==> src/rtl/fp32_mult_norm_seq.sv <==
// fp32_mult_norm_seq: multi-cycle significand multiply and normalize stage of the FP32 multiplier.
// A shift-add engine retires BITS_PER_CYCLE multiplier bits per MULT cycle into a 48-bit accumulator.
// The finished product is then normalized into registered NormM/NormE/Sp/GRS/InputExc outputs.
// Optional feature macro: FPMULT_ZERO_BYPASS_EN. When it is defined, an operand with a zero exponent
// skips MULT, and the stage presents a zero significand product two cycles after accept.
//
// Handshake: a transfer happens on a rising clk edge where valid and ready are both 1.
// in_ready is high only in IDLE. out_valid is high only in HOLD, and every result output stays
// unchanged until the edge that sees out_ready=1. in_valid is ignored outside IDLE, and out_ready
// is ignored outside HOLD.
module fp32_mult_norm_seq #(
  parameter int BITS_PER_CYCLE = 1
) (
  input  logic        clk,
  input  logic        rst_n,
  input  logic        in_valid,
  output logic        in_ready,
  input  logic [31:0] a,
  input  logic [31:0] b,
  output logic        out_valid,
  input  logic        out_ready,
  output logic [22:0] NormM,
  output logic [8:0]  NormE,
  output logic        Sp,
  output logic        GRS,
  output logic [4:0]  InputExc,
  output logic [1:0]  dbg_state
);

  localparam int N  = 24 / BITS_PER_CYCLE;
  localparam int PW = 24 + BITS_PER_CYCLE;
  localparam logic [4:0] CNT_LAST = 5'(N - 1);

  typedef enum logic [1:0] {
    IDLE = 2'd0,
    MULT = 2'd1,
    NORM = 2'd2,
    HOLD = 2'd3
  } state_t;

  state_t      state_q, state_d;
  logic        in_ready_q, in_ready_d;
  logic        out_valid_q, out_valid_d;
  logic [22:0] norm_m_q, norm_m_d;
  logic [8:0]  norm_e_q, norm_e_d;
  logic        sp_q, sp_d;
  logic        grs_q, grs_d;
  logic [4:0]  exc_q, exc_d;
  logic [47:0] acc_q, acc_d;
  logic [23:0] ma_q, ma_d;
  logic [23:0] mb_q, mb_d;
  logic [8:0]  esum_q, esum_d;
  logic [4:0]  cnt_q, cnt_d;

  logic [7:0]      ea, eb;
  logic            a_nan, a_inf, b_nan, b_inf;
  logic [PW-1:0]   part, psum;
  logic [PW+23:0]  wide;
  logic [47:0]     acc_shift;
  logic [22:0]     norm_m;
  logic [8:0]      norm_e;
  logic            g_bit, s_bit;

  assign ea    = a[30:23];
  assign eb    = b[30:23];
  assign a_nan = (&ea) & (|a[22:0]);
  assign a_inf = (&ea) & ~(|a[22:0]);
  assign b_nan = (&eb) & (|b[22:0]);
  assign b_inf = (&eb) & ~(|b[22:0]);

  // One shift-add step: add the low multiplier group times Ma into the upper half, then shift right.
  always_comb begin
    part      = PW'(mb_q[BITS_PER_CYCLE-1:0]) * PW'(ma_q);
    psum      = part + PW'(acc_q[47:24]);
    wide      = {psum, acc_q[23:0]};
    acc_shift = 48'(wide >> BITS_PER_CYCLE);
  end

  // Normalize the finished product: a product in [2,4) takes one extra exponent step.
  always_comb begin
    if (acc_q[47]) begin
      norm_m = acc_q[46:24];
      g_bit  = acc_q[23];
      s_bit  = |acc_q[22:0];
      norm_e = esum_q + 9'd1;
    end else begin
      norm_m = acc_q[45:23];
      g_bit  = acc_q[22];
      s_bit  = |acc_q[21:0];
      norm_e = esum_q;
    end
  end

  // Next-state and next-output logic for the IDLE -> MULT -> NORM -> HOLD sequence.
  always_comb begin
    state_d     = state_q;
    in_ready_d  = in_ready_q;
    out_valid_d = out_valid_q;
    norm_m_d    = norm_m_q;
    norm_e_d    = norm_e_q;
    sp_d        = sp_q;
    grs_d       = grs_q;
    exc_d       = exc_q;
    acc_d       = acc_q;
    ma_d        = ma_q;
    mb_d        = mb_q;
    esum_d      = esum_q;
    cnt_d       = cnt_q;
    case (state_q)
      IDLE: begin
        in_ready_d = 1'b1;
        if (in_valid && in_ready_q) begin
          ma_d       = {|ea, a[22:0]};
          mb_d       = {|eb, b[22:0]};
          esum_d     = {1'b0, ea} + {1'b0, eb};
          sp_d       = a[31] ^ b[31];
          exc_d      = {a_inf | b_inf | a_nan | b_nan, a_nan, b_nan, a_inf, b_inf};
          acc_d      = '0;
          cnt_d      = '0;
          in_ready_d = 1'b0;
          state_d    = MULT;
`ifdef FPMULT_ZERO_BYPASS_EN
          if (ea == 8'd0 || eb == 8'd0) begin
            state_d = NORM;
          end
`endif
        end
      end
      MULT: begin
        acc_d = acc_shift;
        mb_d  = mb_q >> BITS_PER_CYCLE;
        cnt_d = cnt_q + 5'd1;
        if (cnt_q == CNT_LAST) begin
          cnt_d   = '0;
          state_d = NORM;
        end
      end
      NORM: begin
        norm_m_d    = norm_m;
        norm_e_d    = norm_e;
        grs_d       = g_bit & (norm_m[0] | s_bit);
        out_valid_d = 1'b1;
        state_d     = HOLD;
      end
      HOLD: begin
        if (out_ready) begin
          out_valid_d = 1'b0;
          in_ready_d  = 1'b1;
          state_d     = IDLE;
        end
      end
      default: state_d = IDLE;
    endcase
  end

  // State and registered outputs; reset aborts any operation in flight.
  always_ff @(posedge clk or negedge rst_n) begin
    if (!rst_n) begin
      state_q     <= IDLE;
      in_ready_q  <= 1'b0;
      out_valid_q <= 1'b0;
      norm_m_q    <= '0;
      norm_e_q    <= '0;
      sp_q        <= 1'b0;
      grs_q       <= 1'b0;
      exc_q       <= '0;
      acc_q       <= '0;
      ma_q        <= '0;
      mb_q        <= '0;
      esum_q      <= '0;
      cnt_q       <= '0;
    end else begin
      state_q     <= state_d;
      in_ready_q  <= in_ready_d;
      out_valid_q <= out_valid_d;
      norm_m_q    <= norm_m_d;
      norm_e_q    <= norm_e_d;
      sp_q        <= sp_d;
      grs_q       <= grs_d;
      exc_q       <= exc_d;
      acc_q       <= acc_d;
      ma_q        <= ma_d;
      mb_q        <= mb_d;
      esum_q      <= esum_d;
      cnt_q       <= cnt_d;
    end
  end

  assign in_ready  = in_ready_q;
  assign out_valid = out_valid_q;
  assign NormM     = norm_m_q;
  assign NormE     = norm_e_q;
  assign Sp        = sp_q;
  assign GRS       = grs_q;
  assign InputExc  = exc_q;
  assign dbg_state = state_q;

endmodule

==> config.mk <==
export PLATFORM = sky130hd
export DESIGN_NAME = fp32_mult_norm_seq
export DESIGN_NICKNAME = d
export VERILOG_FILES = /design/src/rtl/fp32_mult_norm_seq.sv
export SDC_FILE = /design/constraint.sdc
export NUM_CORES = 1
export LEC_CHECK = 0
export CORE_MARGIN = 2
export CORE_UTILIZATION = 44
export CTS_CLUSTER_DIAMETER = 150
export DETAILED_ROUTE_END_ITERATION = 10
export PLACE_DENSITY = 0.62
export RECOVER_POWER = 25
export SLEW_MARGIN = 20
export SYNTH_ARGS = -nofsm -noshare
export SYNTH_HDL_FRONTEND = slang
export SYNTH_SLANG_ARGS = --single-unit
==> constraint.sdc <==
create_clock -name clk -period 4 [get_ports clk]
set_input_delay 0.4 -clock clk [delete_from_list [all_inputs] [get_ports clk]]
set_output_delay 0.4 -clock clk [all_outputs]
set_load 0.02 [all_outputs]
**After elaboration in Yosys (flattened, before gate mapping)**

Index checks and enable logic that the tools add are counted.

- Flip-flop bits (word level): 153
- Output and inout port bits: 43
- Logic and storage cells: 75

- Add/sub/neg operators: 4
- Multiply operators: 1
- Equal/unequal tests: 7
- Mux-type cells: 20
- Bitwise logic cells: 12
- Reductions and logical operators: 18

Operators by type and width:

| operator | number |
|---|---|
| $pmux W48 S2 | 1 |
| $reduce_or A23 Y1 | 3 |
| $mux W48 | 1 |
| $pmux W24 S2 | 1 |
| $add A25 B24 Y25 | 1 |
| $mul A1 B24 Y25 | 1 |
| $mux W24 | 1 |
| $mux W23 | 1 |
| $reduce_or A22 Y1 | 1 |
| $reduce_and A8 Y1 | 2 |
| $reduce_or A8 Y1 | 2 |
| $mux W5 | 2 |
| $pmux W5 S2 | 1 |
| $add A8 B8 Y9 | 1 |
| $add A9 B1 Y9 const B | 1 |
| $mux W9 | 1 |
| $pmux W2 S4 | 1 |
| $reduce_and A2 Y1 | 4 |
| $mux W2 | 3 |
| $ne A2 B2 Y1 const B | 3 |
| $reduce_bool A2 Y1 | 3 |
| $add A5 B1 Y5 const B | 1 |
| $and A1 B1 Y1 | 5 |
| $eq A5 B5 Y1 const B | 1 |
| other kinds (10) | 20 |

**Logic depth before layout (Yosys ltp)**

Gate-level depths: netlist of the first run.

- Depth after elaboration: 6
- Mapped depth: 10
- Depth with buffers taken out: 10

**Worst setup path after synthesis of the first run**

No wires, ideal clock.

- Path kind: reg-to-reg
- Start point: reg mb_q[0]
- End point: reg acc_q[35]
- Setup time: 0.126 ns
- Arrival: 2.167 ns
- Path slack: 1.707 ns
- Cell stages (with the launch flop): 11
- Cells stage by stage: dfrtp_1 > and2_1 > ha_1 > inv_1 > fa_1 > nand2b_1 > a21oi_2 > o21a_1 > nor2_1 > o2111a_1 > a221o_1

- Word-level cells in the longest chain between the ends: 3

RTL lines:

| item | RTL line | RTL |
|---|---|---|
| from (decl) | 51 | `logic [23:0] mb_q, mb_d;` |
| from (signal assigned) | 183 | `mb_q <= mb_d;` |
| $mul A1 B24 Y25 | 73 | `part = PW'(mb_q[BITS_PER_CYCLE-1:0]) * PW'(ma_q);` |
| $add A25 B24 Y25 | 74 | `psum = part + PW'(acc_q[47:24]);` |
| $pmux W48 S2 | 109 | `case (state_q)` |
| to (signal assigned) | 167 | `acc_q <= '0;` |
| to (signal assigned) | 181 | `acc_q <= acc_d;` |
| to (decl) | 49 | `logic [47:0] acc_q, acc_d;` |

No other way between the ends.
A chain may end at the register's enable or synchronous reset.

**Worst setup path in the final report of the first run**

Ends and elaborated chain as after synthesis.

==> results.txt, run 1 <==
Setup violations remaining at the end of the flow were counted as 0. The count of flip-flops with a built-in enable after synthesis is 0, and the number of register bits inferred by synthesis is 153. Once the clock tree was built, the setup fixing pass inserted 0 buffers.

In the final timing run, aggregate negative setup slack is 0 ns. 111 I/O pins were placed. For this run, the register share of the synthesized area comes to 46.61%.

In the detailed route, the total length drawn on met3 is 942 um. H-tree depth: 4. Once layout is complete, the utilization of the core stands at 55.91%. The tools report the post-synthesis net count as 945. The flow ran to the end, but the final reports show violations. Setup repair after global routing left no endpoint under its margin.

The number of hold violations in the final report was 0. In the routed design, unresolved DRC markers number 0. The min-delay analysis places its worst path in the category flip-flop to flip-flop. The library cell used most frequently in the layout, excluding fill and tap cells, is dfrtp_1. In this run the cell area measured after placement is 9483 um^2. The clock-pin slew reported for the worst setup and hold paths after clock tree synthesis works out to 0.07 ns. The tools report the post-detailed-routing wire length as 19.64 mm. The die width works out to 140.6 um.

Power spread over the standard cell area amounts to 694.1 nW/um^2. Traced cell by cell, the critical path runs through and2_1 > ha_1 > inv_1 > fa_1 > nand2b_1 > a21oi_2 > o21a_1 > nor2_1 > o2111a_1 > a221o_1. Yosys printed 0 warnings. Floorplan die area: 19780 um^2.

Cell with the largest stage delay on the worst path: dfrtp_1. The count of buffers added on input and output ports is 110. The checks that failed: max-capacitance violations, max-slew violations. The non-filler instance count after layout was 1173; the data required time at the worst endpoint was 4.31 ns.

The run gives 0.9939 ns as the worst-case setup slack after placement. Insertion delay to the later sink of the worst-skew pair: 0.42 ns. Leaving out fill and tap cells, the most frequent cells in the layout are 153 x dfrtp_1, 114 x nand2_1, 109 x clkdlybuf4s50_1.

Routability-driven placement finished with a final weighted congestion of 0.8815. For this run, the total global-route usage over all layers was measured as 20.37%. The number of pins exceeding their max-slew limit in the final report is 95, and the power consumption is 7.042 mW.

The sink count of the clock tree came out at 153. The first global-routing pass estimated 32.40 mm of wire. The tree is rooted in a clkbuf_16. The logs give 0 for the antenna cell count and 96 for the pin count of the biggest net entering global routing. The mapped cell area is 8214 um^2, and the proportion of register bits with asynchronous set or reset after synthesis is 100.0%. The number of global-route vias before repair was 6165; the instance count of the mapped netlist was 837. The die is 140.6 um tall. The worst path uses 74.37% of the clock period. Maximum fanout along the worst path: 25. The setup path with the least slack is of type flip-flop to flip-flop. In this run the mean area of a mapped cell was 9.814 um^2. After detailed routing, the wire length on met1 is 9.951 mm. The final layout contains 1039 nets.

Detailed placement ended at an HPWL of 13.92 mm. Hold is met by 0.4676 ns. For the post-synthesis cell type count, the log shows 62. After detailed routing, the number of vias per cell comes to 5.584. Highest layer used for signal routing: met4.

In this run the deepest clock path goes through 2 buffers. STA classifies the critical path startpoint as a flip-flop. The tools report the max-capacitance violation count as 1.

In this run the static leakage power is 4.402 nW. Gates resized during post-CTS repair numbered 0. The leading register cell type out of synthesis was dfrtp_1. Summing all non-filler instances in the final layout gives an area of 10150 um^2. Detailed routing inserted a total of 6550 vias.

Counting the fill cells in the layout gives 1636. Kind of end point of the critical path: a flip-flop. The worst path in the final design needs a cycle of 2.975 ns, including I/O delays and setup.

For the pin with the worst max-slew slack, the measured transition is 2.434 ns. After global routing the overflow that remains totals 0. The initial utilization of the core area, before any placement, comes to 45.26%. The logs give 18150 um^2 for the placeable core region and 0 for the hold buffer count at CTS.

In the detailed route, the total length drawn on met2 is 8.627 mm. The first routing iteration left 385 violations. For the row count, the log shows 49. The tools report the initial antenna violation count as 0. TritonCTS built the clock tree.

Between clock sinks in the finished design, the worst skew comes to 0.01317 ns. The first detailed-routing pass took 5 iterations. The maximum single-stage delay on the critical path came out at 0.79 ns. VDD sags by at most 0.3480 mV. The worst path meets setup with 1.025 ns of slack. The instance count after placement with tap cells included is 1141. The post-route netlist has 9.110% of its cells at a drive strength greater than 1. The average wire per standard cell was 16.75 um. For the worst setup path, the data arrival time is 3.29 ns.

The logs give 0 for the post-route antenna net violation count and -62.29% for the worst slew margin relative to its limit. In this run, CTS created clock tree buffers numbering 17. Relative to the synthesized area, the layout overhead comes to 23.52%. Static timing analysis puts the maximum clock frequency at 0.3361 GHz.
## area by class of cell
type	count	area (um^2)	area share, %
clock buffer	19	442.9	4.366
multi-input combinational	625	4146	40.87
inverter	17	63.81	0.6289
clock inverter	13	216.5	2.133
sequential	153	3829	37.74
tap	229	286.5	2.824
timing repair buffer	117	1161	11.44
## report_power, final
part | switching [mW] | total [mW] | internal [mW]
logic | 1.58 | 2.71 | 1.13
clock network | 0.667 | 1.80 | 1.13
registers | 0.443 | 2.53 | 2.09
## sequential cells by signal, summed over array words and instances (netlist names), 2 cells and up
signal and cells:
dbg_state 2, acc_q 48, NormE 9, ma_q 24, cnt_q 5, mb_q 24, esum_q 9, InputExc 5
NormM 23
## cells in the mapped netlist (all sizes together) (3+ instances only)
master / count / share of area (%)
a211oi: 5 / 0.58
a21o: 10 / 0.91
a21oi: 63 / 4.1
a22o: 26 / 2.8
a22oi: 25 / 2.3
a31oi: 5 / 0.38
and2: 28 / 2.1
and3: 6 / 0.49
buf: 21 / 1.5
clkbuf: 21 / 0.96
dfrtp: 153 / 47
ha: 38 / 5.8
inv: 17 / 0.78
mux2: 25 / 3.4
mux2i: 27 / 3.3
nand2: 114 / 5.2
nand2b: 3 / 0.23
nand3: 18 / 1.1
nand4: 11 / 0.84
nor2: 60 / 2.7
nor3: 10 / 0.61
nor3b: 3 / 0.27
nor4: 20 / 1.6
o211ai: 7 / 0.76
o21a: 9 / 0.82
o21ai: 52 / 3.3
o31ai: 4 / 0.43
or3: 6 / 0.52
xnor2: 12 / 1.3
xor2: 14 / 1.5
## final timing paths
path                       startpoint   endpoint  slack, ns  cells past startpoint
max                           mb_q[0]  acc_q[35]       1.03                     10
min                           mb_q[4]    mb_q[4]       0.47                      2
max reg2reg                   mb_q[0]  acc_q[35]       1.03                     10
min reg2reg                   mb_q[4]    mb_q[4]       0.47                      2
max in group asynchronous       rst_n   mb_q[12]       1.86                      1
min in group asynchronous       rst_n    ma_q[7]       0.71                      1
## critical path: cells and delay by family (launching register included)
family,cells,cell delay (ns)
simple gates,3,0.54
flops,1,0.79
compound gates,4,0.90
fa+ha+maj,2,0.59
buf+inv,1,0.07
## cell families after synthesis
logic type      share of synthesized area, %
simple gates                           16.24
compound gates                         18.17
flops                                  46.61
buf+inv                                3.214
mux                                    6.717
fa+ha+maj                              6.276
xor+xnor                               2.772
## routing by layer
metal	track usage, %	vias up
met4	5.053	0
met5	0	-
met2	29.99	158
met1	31.17	3155
li1	-	3228
met3	3.702	9
(Power assumes the default switching activity.)
==> inputs of run 2 (changes only) <==
- PLACE_DENSITY: 0.62 -> 0.65
- clock period: 4 -> 2.72 ns (I/O delays scaled with it)
==> run 2 against run 1 <==
Against the previous run: the run still ends with max-capacitance violations, max-slew violations left; sequential cell count did not move; first-iteration DRC count rose by 11%; count of clock-buffer cells in the layout rose by 1; combinational power rose by 53%; largest cell class unchanged; total power rose by 44%; cell count rose by 1.0%; fmax rose by 19%; worst hold slack improved by 0.00075 ns; sequential share of layout area fell by 0.11 points.
==> results.txt, run 2 (same netlist as run 1, synthesis figures left out) <==
The instance count after placement with tap cells included was 1152. Prior to clock tree synthesis, the placed netlist has a worst setup slack of 0.2419 ns. STA classifies the critical path startpoint as a flip-flop. The net count reported at finish came out at 1051. The run gives 6260 as the number of global-route vias before repair. The tools report the first-pass iteration count of the detailed router as 4.

In this run, the number of DRC markers left after iteration 0 of detailed routing was 426. Clock-pin slew was measured on the worst setup and hold paths at 0.06 ns. For this run, design rule violations remaining after detail routing come to 0. The critical path is of the flip-flop to flip-flop type. Summed over all layers, the routed wires come to 19.38 mm. Using the TritonRoute via totals, the vias-per-cell ratio works out to 5.514.

The worst-margin pin slew was 1.779 ns; the remaining global-route overflow was 0. The library cells used most frequently in the layout, excluding fill and tap cells, are 153 x dfrtp_1, 114 x nand2_1, 109 x clkdlybuf4s50_1. Pin placement for this block handled 111 I/O pins. The design area was 10170 um^2. Buffers added to address setup during post-CTS repair amount to 0. Timing would allow up to 0.4006 GHz. The vertical extent of the die is 140.6 um, and the non-filler instance count after layout is 1185. Adding up every negative setup slack in the final design gives 0 ns.

The number of flip-flops in the largest register came out at 48. The class of the tightest hold or removal check is flip-flop to flip-flop. The most common cell after layout, fill and taps aside was dfrtp_1. Of the cells placed in the final design, the portion with a size suffix greater than 1 is 10.15%. The largest registers in the layout are acc_q: 48 flops, ma_q: 24 flops, mb_q: 24 flops. For the number of hold violations in the final report, the log shows 0.

The die covers 19780 um^2. The die is 140.6 um wide. For the via count, the log shows 6534. The power density over cell area was 995.0 nW/um^2; the final core utilization was 56.07%. The antenna cell count was 0; the power share of the combinational group was 41.0%. The worst slew margin relative to its limit was -18.59%. In this run the static leakage power is 4.425 nW.

TritonCTS built the clock tree. The logs give 3.949 mW for the power dissipated by switching net loads and 153 for the sink count of the clock tree. Post-CTS repair changed the size of 0 cells.

The total clock buffers created by CTS was 17; the post-route antenna net violation count was 0. The global router's overall resource usage is 20.33%. The initial antenna violation count was 0.

Entering global routing, the biggest net connects 54 pins. The logs give 0.4636 mV for the worst IR drop on VDD and 10.12 mW for the power consumption. For the worst setup path, the data arrival time is 2.78 ns. The final critical path takes up 91.77% of the cycle.

Fill cells in the final layout number 1633. The run finished, with violations left. At the later pin of the worst-skew pair, clock insertion delay measures 0.43 ns. Setup repair after global routing left no endpoint under its margin. The run gives 45.26% as the initial core utilization. STA classifies the critical path endpoint as a flip-flop. Once placement finished, the instance area stood at 9590 um^2. The total area inside the core boundary comes to 18150 um^2.

The tools report the root buffer cell as clkbuf_16. The run gives 49 as the row count. Setup violations remaining at the end of the flow were counted as 0. The clock arrives with 0.007095 ns of skew.

The logs give 1 for the max-capacitance violation count and 33 for the number of pins exceeding their max-slew limit in the final report. Cell internal power was estimated by the tool at 6.174 mW. The register with the most flip-flops in the final layout is acc_q. Data on the critical path is required at its endpoint by 3.01 ns. Input and output buffers added on the ports amount to 110. For the setup slack after layout, the log shows 0.2240 ns. The maximum fanout along the worst path was 20; the H-tree depth was 4.

The logs give 0.9284 for the global placement routability congestion and 36.2% for the share of total power in sequential cells. Of the total power, the share spent switching nets is 39.01%. Once detailed placement completed, the half-perimeter wirelength came to 14.31 mm. Average wire per standard cell: 16.35 um.

Compared with the post-synthesis result, the final layout area differs by 23.87%. The first global-routing pass estimated 32.13 mm of wire. The final worst hold slack was 0.4684 ns.

In this run the deepest clock path goes through 2 buffers. The final critical-path required period was 2.496 ns. The checks that failed: max-capacitance violations, max-slew violations.

Relative contribution of the clock network to total power: 22.8%.
==> run 2: routing by layer <==
layer / track usage [%] / vias up / routed length, um
met5: 0 / - / 0
met4: 6.526 / 0 / 341
met3: 3.159 / 24 / 796
met2: 28.99 / 156 / 8193
met1: 31.69 / 3112 / 10050
li1: - / 3242 / -
==> run 2: final timing paths <==
| kind | startpoint | endpoint | slack [ns] | depth (start not counted) |
|---|---|---|---|---|
| max in group asynchronous | rst_n | acc_q[8] | 0.56 | 3 |
| max | mb_q[0] | acc_q[44] | 0.22 | 9 |
| min | mb_q[3] | mb_q[3] | 0.47 | 2 |
| min reg2reg | mb_q[3] | mb_q[3] | 0.47 | 2 |
| min in group asynchronous | rst_n | ma_q[12] | 0.86 | 2 |
| max reg2reg | mb_q[0] | acc_q[44] | 0.22 | 9 |
==> run 2: power groups by stage <==
stage / clock network [mW] / registers (mW) / logic (mW)
finish: 2.31 / 3.66 / 4.15
global route: 2.45 / 3.77 / 4.58
CTS: 2.34 / 3.66 / 4.18
detailed placement: 0 / 3.69 / 4.17
global placement: 0 / 3.68 / 4.10
floorplan: 0 / 3.84 / 2.43
==> run 2: worst max-delay path: stages, from the launching register on <==
cell,delay (ns)
dfrtp_1,0.41
buf_4,0.20
and2_1,0.16
ha_1,0.34
a21o_1,0.21
or3_1,0.32
a211oi_2,0.31
nor3_1,0.13
mux2i_1,0.16
o311ai_1,0.11
==> run 2: cell type report <==
| type | count | area, um^2 | share of cell area (%) |
|---|---|---|---|
| inverter | 17 | 63.81 | 0.6271 |
| sequential | 153 | 3829 | 37.63 |
| clock buffer | 20 | 466.7 | 4.587 |
| clock inverter | 12 | 115.1 | 1.131 |
| timing repair buffer | 129 | 1277 | 12.56 |
| tap | 229 | 286.5 | 2.816 |
| multi-input combinational | 625 | 4136 | 40.65 |
==> run 2: repair_timing <==
action / CTS / global route
setup endpoints to repair: 0 / 0
hold endpoints to repair: 30 / 0
hold buffers: 1 / 0
